<file path="src/rtl/sram_arb_pkg.sv">
// Shared encodings for the SRAM arbiter: arbiter states, word-cycle phases
// and the CPU/DMA grant identity.
package sram_arb_pkg;

  typedef enum logic [2:0] {
    IDLE,
    C0A,
    C0B,
    C1A,
    C1B,
    D0A,
    D0B
  } arb_state_t;

  typedef enum logic [1:0] {
    PH_IDLE,
    PH_A,
    PH_B
  } phase_t;

  typedef enum logic {
    GRANT_CPU = 1'b0,
    GRANT_DMA = 1'b1
  } grant_t;

endpackage

</file>
<file path="src/rtl/sram_word_cycle.sv">
// One 16-bit SRAM access: a setup (A) cycle then a strobe (B) cycle.
// All strobes, address and write data are registered.
module sram_word_cycle
  import sram_arb_pkg::*;
#(
  parameter int ASIZE = 18
) (
  input  logic             clock,
  input  logic             reset_b,
  input  logic             start,
  input  logic             rnw,
  input  logic [ASIZE-1:0] addr,
  input  logic [15:0]      wdata,
  input  logic [15:0]      ram_data_in,
  output logic             ram_cs_b,
  output logic             ram_oe_b,
  output logic             ram_we_b,
  output logic [ASIZE-1:0] ram_addr,
  output logic [15:0]      ram_data_out,
  output logic             ram_data_oe,
  output logic [15:0]      rdata,
  output logic             done
);

  phase_t phase, phase_nxt;
  logic   rnw_q;

  always_comb begin
    phase_nxt = phase;
    if (start) begin
      phase_nxt = PH_A;
    end else begin
      case (phase)
        PH_A:    phase_nxt = PH_B;
        PH_B:    phase_nxt = PH_IDLE;
        default: phase_nxt = PH_IDLE;
      endcase
    end
  end

  // A start issued during B chains straight into the next A, keeping cs_b low.
  always_ff @(posedge clock or negedge reset_b) begin
    if (!reset_b) begin
      phase        <= PH_IDLE;
      rnw_q        <= 1'b1;
      ram_cs_b     <= 1'b1;
      ram_oe_b     <= 1'b1;
      ram_we_b     <= 1'b1;
      ram_data_oe  <= 1'b0;
      ram_addr     <= '0;
      ram_data_out <= '0;
    end else begin
      phase <= phase_nxt;
      if (start) begin
        rnw_q        <= rnw;
        ram_cs_b     <= 1'b0;
        ram_oe_b     <= ~rnw;
        ram_we_b     <= 1'b1;
        ram_data_oe  <= ~rnw;
        ram_addr     <= addr;
        ram_data_out <= wdata;
      end else if (phase == PH_A) begin
        ram_we_b <= rnw_q;
      end else if (phase == PH_B) begin
        ram_cs_b    <= 1'b1;
        ram_oe_b    <= 1'b1;
        ram_we_b    <= 1'b1;
        ram_data_oe <= 1'b0;
      end
    end
  end

  // The owner captures rdata on the edge that ends B.
  assign done  = (phase == PH_B);
  assign rdata = ram_data_in;

endmodule

</file>
<file path="src/rtl/sram_arbiter.sv">
// Two-port arbiter for a 16-bit asynchronous SRAM: a 32-bit CPU port (two
// word cycles) and a read-only 16-bit DMA port, alternating on contention.
module sram_arbiter
  import sram_arb_pkg::*;
#(
  parameter int CPU_ASIZE = 17,
  parameter int RAM_ASIZE = 18
) (
  input  logic                 clock,
  input  logic                 reset_b,
  input  logic                 cpu_req,
  input  logic                 cpu_rnw,
  input  logic [CPU_ASIZE-1:0] cpu_addr,
  input  logic [31:0]          cpu_wdata,
  output logic [31:0]          cpu_rdata,
  output logic                 cpu_ack,
  input  logic                 dma_req,
  input  logic [RAM_ASIZE-1:0] dma_addr,
  output logic [15:0]          dma_rdata,
  output logic                 dma_ack,
  output logic                 ram_cs_b,
  output logic                 ram_oe_b,
  output logic                 ram_we_b,
  output logic [RAM_ASIZE-1:0] ram_addr,
  output logic [15:0]          ram_data_out,
  output logic                 ram_data_oe,
  input  logic [15:0]          ram_data_in
);

  arb_state_t state, state_nxt;
  grant_t     last_grant;

  logic [CPU_ASIZE-1:0] cpu_addr_q;
  logic [15:0]          cpu_wdata_hi_q;
  logic                 cpu_rnw_q;
  logic [15:0]          lo_q;

  logic                 cpu_elig, dma_elig;
  logic                 grant_cpu, grant_dma;
  logic                 wc_start, wc_rnw, wc_done;
  logic [RAM_ASIZE-1:0] wc_addr;
  logic [15:0]          wc_wdata, wc_rdata;

  // A port whose ack is high this cycle sits out one arbitration round.
  assign cpu_elig = cpu_req && !cpu_ack;
  assign dma_elig = dma_req && !dma_ack;

  always_comb begin
    state_nxt = state;
    grant_cpu = 1'b0;
    grant_dma = 1'b0;
    wc_start  = 1'b0;
    wc_rnw    = 1'b1;
    wc_addr   = '0;
    wc_wdata  = '0;
    case (state)
      IDLE: begin
        if (cpu_elig && (!dma_elig || last_grant == GRANT_DMA)) begin
          grant_cpu = 1'b1;
          wc_start  = 1'b1;
          wc_rnw    = cpu_rnw;
          wc_addr   = {cpu_addr, 1'b0};
          wc_wdata  = cpu_wdata[15:0];
          state_nxt = C0A;
        end else if (dma_elig) begin
          grant_dma = 1'b1;
          wc_start  = 1'b1;
          wc_addr   = dma_addr;
          state_nxt = D0A;
        end
      end
      C0A: state_nxt = C0B;
      C0B: begin
        if (wc_done) begin
          wc_start  = 1'b1;
          wc_rnw    = cpu_rnw_q;
          wc_addr   = {cpu_addr_q, 1'b1};
          wc_wdata  = cpu_wdata_hi_q;
          state_nxt = C1A;
        end
      end
      C1A: state_nxt = C1B;
      C1B: if (wc_done) state_nxt = IDLE;
      D0A: state_nxt = D0B;
      D0B: if (wc_done) state_nxt = IDLE;
      default: state_nxt = IDLE;
    endcase
  end

  always_ff @(posedge clock or negedge reset_b) begin
    if (!reset_b) begin
      state          <= IDLE;
      last_grant     <= GRANT_CPU;
      cpu_addr_q     <= '0;
      cpu_wdata_hi_q <= '0;
      cpu_rnw_q      <= 1'b1;
      lo_q           <= '0;
      cpu_rdata      <= '0;
      dma_rdata      <= '0;
      cpu_ack        <= 1'b0;
      dma_ack        <= 1'b0;
    end else begin
      state   <= state_nxt;
      cpu_ack <= (state == C1B) && wc_done;
      dma_ack <= (state == D0B) && wc_done;
      if (grant_cpu) begin
        last_grant     <= GRANT_CPU;
        cpu_addr_q     <= cpu_addr;
        cpu_wdata_hi_q <= cpu_wdata[31:16];
        cpu_rnw_q      <= cpu_rnw;
      end
      if (grant_dma) last_grant <= GRANT_DMA;
      if (state == C0B && wc_done && cpu_rnw_q) lo_q <= wc_rdata;
      if (state == C1B && wc_done && cpu_rnw_q) cpu_rdata <= {wc_rdata, lo_q};
      if (state == D0B && wc_done) dma_rdata <= wc_rdata;
    end
  end

  sram_word_cycle #(
    .ASIZE(RAM_ASIZE)
  ) u_word_cycle (
    .clock        (clock),
    .reset_b      (reset_b),
    .start        (wc_start),
    .rnw          (wc_rnw),
    .addr         (wc_addr),
    .wdata        (wc_wdata),
    .ram_data_in  (ram_data_in),
    .ram_cs_b     (ram_cs_b),
    .ram_oe_b     (ram_oe_b),
    .ram_we_b     (ram_we_b),
    .ram_addr     (ram_addr),
    .ram_data_out (ram_data_out),
    .ram_data_oe  (ram_data_oe),
    .rdata        (wc_rdata),
    .done         (wc_done)
  );

endmodule

</file>
<file path="config.mk">
export PLATFORM = sky130hd
export DESIGN_NAME = sram_arbiter
export DESIGN_NICKNAME = d
export VERILOG_FILES = /design/src/rtl/sram_arb_pkg.sv /design/src/rtl/sram_word_cycle.sv /design/src/rtl/sram_arbiter.sv
export SDC_FILE = /design/constraint.sdc
export NUM_CORES = 1
export LEC_CHECK = 0
export BUFFER_PORTS_ARGS = -buffer_cell sky130_fd_sc_hd__buf_2
export CAP_MARGIN = 20
export CORE_MARGIN = 5
export CORE_UTILIZATION = 46
export CTS_CLUSTER_DIAMETER = 30
export DETAILED_ROUTE_END_ITERATION = 6
export GPL_TIMING_DRIVEN = 0
export PLACE_DENSITY = 0.75
export SLEW_MARGIN = 25
export SYNTH_ARGS = -nofsm -noshare
export SYNTH_HDL_FRONTEND = slang
export SYNTH_SLANG_ARGS = --single-unit
</file>
<file path="constraint.sdc">
create_clock -name clock -period 2.1 [get_ports clock]
set_input_delay 0.315 -clock clock [delete_from_list [all_inputs] [get_ports clock]]
set_output_delay 0.315 -clock clock [all_outputs]
set_load 0.01 [all_outputs]
</file>
==> results of run 1 <==
-- worst register-to-register path, stage by stage, from the launching register on --
cell	delay, ns
dfrtp_1	0.38
inv_1	0.06
ha_2	0.25
and4bb_2	0.23
buf_2	0.24
nand2_2	0.20
buf_4	0.24
mux2_2	0.29
-- how the worst max path moves through the flow --
stage / from / endpoint / slack [ns]
2_1_floorplan: u_word_cycle.phase[0]$_DFF_PN0_ / lo_q[10]$_DFFE_PN0P_ / 0.14
3_3_place_gp: reset_b / cpu_rdata[16]$_DFFE_PN0P_ / -1.28
3_5_place_dp: u_word_cycle.phase[0]$_DFF_PN0_ / lo_q[6]$_DFFE_PN0P_ / -0.27
4_1_cts: cpu_ack$_DFF_PN0_ / cpu_addr_q[10]$_DFFE_PN0P_ / -0.02
5_1_grt: state[2]$_DFFE_PN0P_ / cpu_addr_q[6]$_DFFE_PN0P_ / 0.01
6_report: u_word_cycle.phase[0]$_DFF_PN0_ / lo_q[7]$_DFFE_PN0P_ / 0.10
-- layer usage --
layer  global-route usage, %  part of all wire (%)  wire length [um]  vias to the layer above
met5                       0                     0                 0                        -
li1                        -                     -                 -                     2010
met1                    25.6                    41              6200                     2210
met3                    7.37                   8.9              1330                       21
met4                    6.57                   1.6               244                        0
met2                    34.5                    48              7260                      171
-- timing repair --
action / in CTS / in global routing
gates resized for setup: 5 / 19
hold buffers: 1 / 0
pin swaps: 1 / 0
setup endpoints to repair: 78 / 67
setup buffers: 4 / 2
hold endpoints to repair: 70 / 0
-- cell usage after synthesis (all sizes together), types with 2 or more instances --
cell	count	area, sq um
nor2	17	71.3
ha	2	25.0
nor3	29	170
buf	18	114
a21oi	4	31.3
nand2	60	225
a221oi	14	154
inv	6	22.5
nand2b	4	25.0
dfstp	5	131
o21a	2	15.0
dfrtp	140	3500
o21ai	8	40.0
and2	16	100
and4bb	2	25.0
mux2	82	923
clkbuf	8	33.8
nor2b	3	18.8
a221o	20	200
-- power by group --
part	switching [mW]	internal (mW)	leakage [nW]
logic	2.06	2.10	1.76
registers	0.701	4.18	1.74
clock network	1.13	2.23	0.323
total	3.89	8.51	3.82
-- registers in the layout, summed over array words and instances, names as in the netlist, 2 cells and up --
signal	flops
cpu_rdata	32
u_word_cycle.ram_addr	18
cpu_addr_q	17
cpu_wdata_hi_q	16
dma_rdata	16
lo_q	16
u_word_cycle.ram_data_out	16
state	3
u_word_cycle.phase	2
-- cells by family after synthesis --
logic type	synth area share (%)
DFF	61.3
and+or+nand+nor	11.3
muxes	15.6
AOI/OAI and AO/OA	8.44
buffers and inverters	2.93
adders and majority gates	0.422
-- final cells by class --
cell class	instances	area (sq um)
inverter	7	26.3
multi-input combinational	273	2130
clock buffer	23	488
clock inverter	9	176
buffer	25	176
sequential	145	3630
fill	1033	4800
timing repair buffer	183	968
tap	172	215
-- stage by stage --
stage | cells | setup slack (ns)
global route | 837 | 0.0102
detailed placement | 799 | -0.268
global placement | 798 | -1.28
floorplan | 451 | 0.135
finish | 837 | 0.104
CTS | 835 | -0.0215
==> results_dict.tcl, run 1 <==
set metrics [dict create \
    outcome "finished, final reports clean" \
    mostFrequentLayoutCells "180 x buf_2, 140 x dfrtp_1, 82 x mux2_2" \
    tightest_slew_ns 0.575 \
    setup_tns_ns 0 \
    grt_use_total_pct 20.8 \
    fmax_mhz 501 \
    cpMaxStageDelayCell "dfrtp_1" \
    clock_skew_ns 0.0115 \
    finalMaxSlewViolations 0 \
    min_from "cpu_wdata[10]" \
    synthCells 451 \
    vdd_drop_max_mv 0.768 \
    layout_min_cycle_time_ns 2.00 \
    crit_arrival_ns 2.29 \
    p_leak_nw 3.82 \
    place_area_sq_mm 0.00706 \
    detail-route-antenna-nets 0 \
    power_mw 12.4 \
    worstSetupPathType "reg2reg" \
    min_to "u_word_cycle.ram_data_out[10]$_DFFE_PN0P_" \
    die_x_um 124 \
    drc 0 \
    area_growth_pct 31.9 \
    hp-class "in2reg" \
    yosys_most_used_dff "dfrtp_1" \
    final_common_cell "buf_2" \
    final_util_pct 61.9 \
    h-tree-depth 4 \
    crit_fanout 10 \
    place_congestion 0.833 \
    crit_required_ns 2.40 \
    slowest_delay_ns 0.38 \
    io_buffer_count 175 \
    synth_seq_cells 145 \
    yosysWarnings 0 \
    drt-initial-drc-count 248 \
    numCtsBuffers 17 \
    path_buf_inv 3 \
    post_drt_wl_per_cell_um 18.0 \
    grt_pass1_vias 4908 \
    syn_nets 541 \
    grt_pass1_wl_um 24500 \
    grt-ovfl-total 0 \
    power_density_mw_per_mm2 1590 \
    core_area_sq_mm 0.0126 \
    antenna_found_initial 0 \
    final_area_sq_mm 0.00782 \
    drt_pre_antenna_iters 4 \
    r2r_slack_ns 0.10 \
    r2r_cells 7 \
    synth_area_sq_mm 0.00593 \
    crit_cells 7 \
    nets 742 \
    dieArea_sq_mm 0.0153 \
    vias 4412 \
    holdPathStages 2 \
    whs_ns 0.126 \
    drt-total-wl_um 15000 \
    max_cap_violations 0 \
    max_slew_margin_pct 61.7 \
    die_h_um 124 \
    pin_count 176 \
    start_kind "register" \
    r2r-end "lo_q[7]$_DFFE_PN0P_" \
    synth-seq-area-share_pct 61.3 \
    cp_top_family "buffers and inverters" \
    synth_cell_types 37 \
    start_util_pct 47.0 \
    worstPathCellList "inv_1, ha_2, and4bb_2, buf_2, nand2_2, buf_4, mux2_2" \
    rows 41 \
    path_clk_slew_ns 0.06 \
    cts-root-buf "clkbuf_16" \
    end_kind "register" \
    setup_viol_count_final 0 \
    syn_avg_cell_area_sq_um 13.1 \
    r2r-start "u_word_cycle.phase[0]$_DFF_PN0_" \
    avgViaCountPerCell 5.27 \
    grt_max_degree 76 \
    clk_path_buf_depth 2 \
    cts_tree "yes" \
    async_reset_ff_share_pct 100 \
    rsz0062_at_grt "no" \
    diodes 0 \
    synth_edf_count 0 \
    cts_sinks 145 \
    hold_viol_final 0 \
    clk_latency_ns 0.42 \
    dpl.hpwl_um 10800 \
    finalCritPeriodShare_pct 95.1 \
    drive_above_1_share_pct 51.3 \
]
Note: power is estimated with default switching activity, not from simulation.
==> inputs of run 2 (changes only) <==
--- a/config.mk
+++ b/config.mk
@@ -7,6 +7,7 @@
 export LEC_CHECK = 0
 export BUFFER_PORTS_ARGS = -buffer_cell sky130_fd_sc_hd__buf_2
 export CAP_MARGIN = 20
+export CORE_ASPECT_RATIO = 1.1
 export CORE_MARGIN = 5
 export CORE_UTILIZATION = 46
 export CTS_CLUSTER_DIAMETER = 30
==> run 2 against run 1 <==
  * Via count shrank 1.8%
  * Count of clock-buffer cells in the layout decreased by 5
  * Clock skew barely moved
  * Clock power decreased by 9.2%
  * Final area is 0.96% lower
  * Die area about the same
  * Register-to-register slack better by 0.03 ns
  * Hold slack got worse by 0.016 ns
  * Global-route usage fell by 0.66 points
  * Wire length decreased by 2.2%
  * Critical path type unchanged
  * Highest routed layer unchanged
==> results_dict.tcl, run 2 (synthesized netlist as in run 1, its figures left out) <==
set metrics [dict create \
    worstPathCellList "buf_6, or3_1, buf_6, a21oi_4, nor2_4, buf_6, a221o_1" \
    r2r_cells 7 \
    setup_slack_ns 0.137 \
    path_clk_slew_ns 0.06 \
    start_kind "register" \
    slowest_delay_ns 0.37 \
    min_from "ram_data_in[1]" \
    grt_max_degree 76 \
    mostFrequentLayoutCells "180 x buf_2, 140 x dfrtp_1, 82 x mux2_2" \
    die_x_um 118 \
    core_area_sq_mm 0.0126 \
    instances_no_fill 820 \
    finalCritPeriodShare_pct 93.5 \
    final_util_pct 61.2 \
    dieArea_sq_mm 0.0153 \
    dpl.cell_count 784 \
    p_leak_nw 3.78 \
    antenna_found_initial 0 \
    whs_ns 0.110 \
    hold_viol_final 0 \
    grt_use_total_pct 20.2 \
    rsz0062_at_grt "yes" \
    fillCellCount 995 \
    detail-route-antenna-nets 0 \
    io_buffer_count 175 \
    crit_required_ns 2.40 \
    dpl.hpwl_um 10700 \
    fmax_mhz 509 \
    r2r_slack_ns 0.14 \
    crit_arrival_ns 2.26 \
    drive_above_1_share_pct 51.6 \
    cpMostUsedCell "buf_6" \
    cp_top_family "compound AO/OA/AOI/OAI gates" \
    vdd_drop_max_mv 1.02 \
    start_util_pct 46.9 \
    nets 741 \
    vias 4333 \
    p_seq_share_pct 40.4 \
    cpMaxStageDelayCell "dfrtp_1" \
    area_growth_pct 30.6 \
    p_comb_share_pct 34.4 \
    final_area_sq_mm 0.00774 \
    max_slew_margin_pct 64.7 \
    final_common_cell "buf_2" \
    top_register "cpu_rdata" \
    cts-root-buf "clkbuf_16" \
    grt_pass1_wl_um 24200 \
    crit_fanout 10 \
    worstSetupPathType "reg2reg" \
    setup_tns_ns 0 \
    grt_pass1_vias 4642 \
    pin_count 176 \
    switching_share_pct 32.3 \
    drt-total-wl_um 14700 \
    drt_pre_antenna_iters 4 \
    power_density_mw_per_mm2 1560 \
    outcome "finished, final reports clean" \
    die_h_um 129 \
    place_area_sq_mm 0.00704 \
    drt-initial-drc-count 194 \
    cp-startpoint "state[1]$_DFFE_PN0P_" \
    tightest_slew_ns 0.529 \
    rows 43 \
    clock_skew_ns 0.0115 \
    end_kind "register" \
    p_switching_mw 3.90 \
    min_to "dma_rdata[1]$_DFFE_PN0P_" \
    holdPathStages 3 \
    finalMaxSlewViolations 0 \
    post_drt_wl_per_cell_um 17.9 \
    max_cap_violations 0 \
    r2r-end "u_word_cycle.ram_data_out[13]$_DFFE_PN0P_" \
    hp-class "in2reg" \
    h-tree-depth 4 \
    numCtsBuffers 17 \
    cts_sinks 145 \
    path_buf_inv 3 \
    layout_min_cycle_time_ns 1.96 \
    clk_path_buf_depth 2 \
    drc 0 \
    dpl_worst_slack_ns -0.237 \
    largest_reg_flops 32 \
    r2r-start "state[1]$_DFFE_PN0P_" \
    cts_tree "yes" \
    biggestRegsByFlops "cpu_rdata x32, u_word_cycle.ram_addr x18, cpu_addr_q x17" \
    clk_latency_ns 0.42 \
    setup_viol_count_final 0 \
    avgViaCountPerCell 5.28 \
    power_mw 12.1 \
    place_congestion 0.785 \
    grt-ovfl-total 0 \
    diodes 0 \
    p_int_mw 8.18 \
    power_frac_clock_pct 25.3 \
]
-- run 2: cell types whose count changed in the layout (fill, tap and decap cells not counted), sizes merged --
cell,delta
clkinvlp,+5
bufinv,-2
inv,+1
clkbuf,-6
-- run 2: worst max path at each step --
stage | endpoint | slack (ns) | depth (start not counted)
finish | u_word_cycle.ram_data_out[13]$_DFFE_PN0P_ | 0.14 | 7
global route | cpu_addr_q[6]$_DFFE_PN0P_ | -0.00002 | 7
CTS | u_word_cycle.ram_addr[6]$_DFFE_PN0P_ | 0.004 | 8
detailed placement | lo_q[10]$_DFFE_PN0P_ | -0.24 | 8
global placement | cpu_rdata[27]$_DFFE_PN0P_ | -1.26 | 1
floorplan | lo_q[10]$_DFFE_PN0P_ | 0.14 | 8
-- run 2: metal layers --
metal / global-route usage (%) / vias up / share of wire (%)
met4: 8.10 / 0 / 1.9
met3: 7.20 / 20 / 8.9
li1: - / 2012 / -
met5: 0 / - / 0
met1: 25.5 / 2128 / 41
met2: 31.9 / 173 / 48
-- run 2: power groups by stage --
stage | combinational (mW) | sequential [mW] | clock [mW]
detailed placement | 4.10 | 4.91 | 0
floorplan | 2.22 | 5.17 | 0
finish | 4.15 | 4.88 | 3.05
global placement | 3.97 | 4.83 | 0
CTS | 4.17 | 4.89 | 3.11
global route | 4.58 | 5.06 | 3.25
-- run 2: worst register-to-register path: stages, from the launching register on --
cell and delay, ns:
dfrtp_1 0.37, buf_6 0.13, or3_1 0.35, buf_6 0.15, a21oi_4 0.22, nor2_4 0.11, buf_6 0.16, a221o_1 0.35
-- run 2: final cells by class --
| type | instances | area, sq um | area share (%) |
|---|---|---|---|
| buffer | 25 | 178 | 2.30 |
| sequential | 145 | 3630 | 47.0 |
| tap | 157 | 196 | 2.54 |
| clock inverter | 13 | 163 | 2.10 |
| multi-input combinational | 273 | 2130 | 27.5 |
| timing repair buffer | 182 | 973 | 12.6 |
| inverter | 7 | 26.3 | 0.339 |
| clock buffer | 18 | 439 | 5.67 |
-- run 2: what timing repair did --
action | CTS | global route
hold buffers | 1 | 0
endpoints found under the setup margin | 75 | 72
setup buffers | 4 | 1
pin swaps | 2 | 1
endpoints found under the hold margin | 70 | 0
resized for setup | 10 | 13
==> inputs of run 3 (changes only) <==
--- a/config.mk
+++ b/config.mk
@@ -9,12 +9,13 @@
 export CAP_MARGIN = 20
 export CORE_ASPECT_RATIO = 1.1
 export CORE_MARGIN = 5
-export CORE_UTILIZATION = 46
+export CORE_UTILIZATION = 48
 export CTS_CLUSTER_DIAMETER = 30
 export DETAILED_ROUTE_END_ITERATION = 6
 export GPL_TIMING_DRIVEN = 0
-export PLACE_DENSITY = 0.75
+export PLACE_DENSITY = 0.77
 export SLEW_MARGIN = 25
 export SYNTH_ARGS = -nofsm -noshare
 export SYNTH_HDL_FRONTEND = slang
+export SYNTH_HIERARCHICAL = 1
 export SYNTH_SLANG_ARGS = --single-unit
==> run 3 against run 2 <==
  * Sequential power shrank 41%
  * Non-clock buffer count grew 3
  * Combinational power fell by 93%
  * Sequential share of layout area decreased by 3.2 points
  * Worst setup slack worse by 0.068 ns
  * Wire length is 0.54% higher
  * Sequential cell count unchanged
  * Hold slack better by 0.015 ns
  * Final cell count shrank 2.6%
  * Clock skew decreased by 0.0030 ns
  * Synthesized area increased by 9.6%
  * Clock power increased by 6%
  * Critical endpoint is now u_word_cycle/ram_data_out[13]$_DFFE_PN0P_
==> results_dict.tcl, run 3 <==
set metrics [dict create \
    grt_use_total_pct 19.4 \
    p_switching_mw 1.30 \
    drive_above_1_share_pct 62.0 \
    grt_pass1_vias 4699 \
    grt_max_degree 88 \
    path_clk_slew_ns 0.06 \
    final_common_cell "buf_2" \
    drt-total-wl_um 14800 \
    min_from "cpu_wdata[23]" \
    place_congestion 0.829 \
    pin_count 176 \
    synth_seq_cells 145 \
    r2r-start "state[2]$_DFFE_PN0P_" \
    yosysTopAreaCell "dfrtp_1" \
    r2r_slack_ns 0.07 \
    syn_avg_cell_area_sq_um 15.5 \
    yosysTopAreaCellShare_pct 53.9 \
    max_slew_margin_pct 59.8 \
    synth_cell_types 41 \
    max_cap_violations 0 \
    holdPathStages 2 \
    dieArea_sq_mm 0.0160 \
    async_reset_ff_share_pct 100 \
    clock_skew_ns 0.00848 \
    dpl.hpwl_um 10700 \
    p_int_mw 5.10 \
    hold_viol_final 0 \
    syn_nets 506 \
    p_seq_share_pct 44.8 \
    start_util_pct 49.0 \
    crit_arrival_ns 2.33 \
    drt_pre_antenna_iters 4 \
    drc 0 \
    nets 690 \
    finalCritPeriodShare_pct 96.7 \
    regArea_sq_mm 0.00364 \
    clk_path_buf_depth 2 \
    synthCells 418 \
    fillCellCount 1003 \
    tightest_slew_ns 0.600 \
    yosys_most_used_dff "dfrtp_1" \
    p_leak_nw 4.33 \
    power_frac_clock_pct 50.6 \
    vdd_drop_max_mv 0.521 \
    fmax_mhz 492 \
    layout_min_cycle_time_ns 2.03 \
    grt-ovfl-total 0 \
    mostFrequentLayoutCells "165 x buf_2, 139 x dfrtp_1, 69 x mux2_2" \
    post_drt_wl_per_cell_um 18.5 \
    clk_latency_ns 0.42 \
    end_kind "register" \
    biggestRegsByFlops "cpu_rdata x32, u_word_cycle/ram_addr x18, cpu_addr_q x17" \
    p_comb_share_pct 4.6 \
    area_growth_pct 28.0 \
    synth.top_cells.by_count "140 x dfrtp_1, 69 x mux2_2, 63 x mux2_4" \
    io_buffer_count 159 \
    cts_sinks 145 \
    diodes 0 \
    top_register "cpu_rdata" \
    min_to "cpu_wdata_hi_q[7]$_DFFE_PN0P_" \
    r2r-end "u_word_cycle/ram_data_out[13]$_DFFE_PN0P_" \
    detail-route-antenna-nets 0 \
    numCtsBuffers 17 \
    finalMaxSlewViolations 0 \
    synthTopCellsByArea "dfrtp_1 54%, mux2_4 15%, mux2_2 12%, a221o_1 2.6%, and4_1 2.3%" \
    core_area_sq_mm 0.0133 \
    multi_input_area_sq_mm 0.00250 \
    drt-initial-drc-count 170 \
    hp-class "in2reg" \
    largest_reg_flops 32 \
    synth-seq-area-share_pct 56.0 \
    whs_ns 0.125 \
    r2r_cells 8 \
    crit_required_ns 2.40 \
    setup_tns_ns 0 \
    grt_pass1_wl_um 24400 \
    h-tree-depth 4 \
    die_x_um 121 \
    power_density_mw_per_mm2 770 \
    synth_area_sq_mm 0.00650 \
    setup_viol_count_final 0 \
    crit_fanout 10 \
    synth_edf_count 0 \
    vias 4201 \
    outcome "finished, final reports clean" \
    rows 44 \
    worstSetupPathType "reg2reg" \
    avgViaCountPerCell 5.26 \
    cts_tree "yes" \
    synth_most_common_cell "dfrtp_1" \
    antenna_found_initial 0 \
    yosysWarnings 6 \
    die_h_um 132 \
    start_kind "register" \
    switching_share_pct 20.3 \
    cts-root-buf "clkbuf_16" \
]
-- run 3: repair_timing --
item,4_1_cts,5_1_grt
pin swaps,0,1
gates resized for setup,13,6
gates cloned,0,0
setup buffers,2,3
hold endpoints to repair,54,0
setup endpoints to repair,40,46
hold buffers,1,0
-- run 3: power groups by stage --
stage | Clock [mW] | Combinational (mW) | Sequential (mW)
floorplan | 0 | 0.0878 | 2.93
global placement | 0 | 0.277 | 2.92
detailed placement | 0 | 0.294 | 2.92
CTS | 3.31 | 0.299 | 2.87
global route | 3.46 | 0.328 | 2.88
finish | 3.24 | 0.293 | 2.87
-- run 3: through the flow --
stage	total power [mW]	instance area, sq um	std cells	util, %	worst slack [ns]
final	6.40	8310	799	62.7	0.0688
after detailed placement	3.21	7560	762	57.0	-0.511
after global placement	3.19	7530	761	56.7	-1.21
after floorplan	3.02	6500	418	-	0.0104
after CTS	6.48	8270	796	62.3	0.00188
after global routing	6.66	8310	799	62.7	-0.00138
-- run 3: critical path: stages (launching register included) --
cell and delay (ns):
dfrtp_1 0.36, buf_4 0.16, and4bb_2 0.31, buf_6 0.15
buf_8 0.15, nand2b_1 0.15, buf_6 0.17, buf_12 0.16
mux2_4 0.30
-- run 3: final cells by class --
class	instances	share of cell area [%]
Clock inverter	8	1.79
Tap cell	184	2.77
Clock buffer	24	5.91
Multi-Input combinational cell	223	30.1
Inverter	5	0.226
Sequential cell	145	43.7
Timing Repair Buffer	166	10.6
Buffer	44	4.89
-- run 3: logic make-up (layout without fill, tap and decap cells) --
kind of cell,Yosys count,after routing,share of synthesized area [%]
AOI/OAI and AO/OA,48,48,6.55
buffers and inverters,50,247,6.09
xor gates and xnor gates,1,1,0.135
and+or+nand+nor,40,40,4.45
DFF,145,145,56.0
muxes,134,134,26.8
-- run 3: how the worst max path moves through the flow --
| stage | start | end | cells past startpoint | slack, ns |
|---|---|---|---|---|
| after floorplan | state[0]$_DFFE_PN0P_ | u_word_cycle/ram_addr[0]$_DFFE_PN0P_ | 9 | 0.01 |
| after global placement | reset_b | cpu_rdata[25]$_DFFE_PN0P_ | 1 | -1.21 |
| after detailed placement | state[1]$_DFFE_PN0P_ | u_word_cycle/ram_addr[11]$_DFFE_PN0P_ | 9 | -0.51 |
| after CTS | state[1]$_DFFE_PN0P_ | u_word_cycle/ram_addr[11]$_DFFE_PN0P_ | 8 | 0.002 |
| after global routing | state[2]$_DFFE_PN0P_ | u_word_cycle/ram_addr[11]$_DFFE_PN0P_ | 8 | -0.001 |
| final | state[2]$_DFFE_PN0P_ | u_word_cycle/ram_data_out[13]$_DFFE_PN0P_ | 8 | 0.07 |
-- run 3: layer usage --
metal / share of wire, % / vias to the layer above / track usage (%)
met4: 1.1 / 0 / 6.17
met1: 41 / 2133 / 23.8
met5: 0 / - / 0
met3: 8.7 / 16 / 7.08
met2: 49 / 157 / 32.0
li1: - / 1895 / -
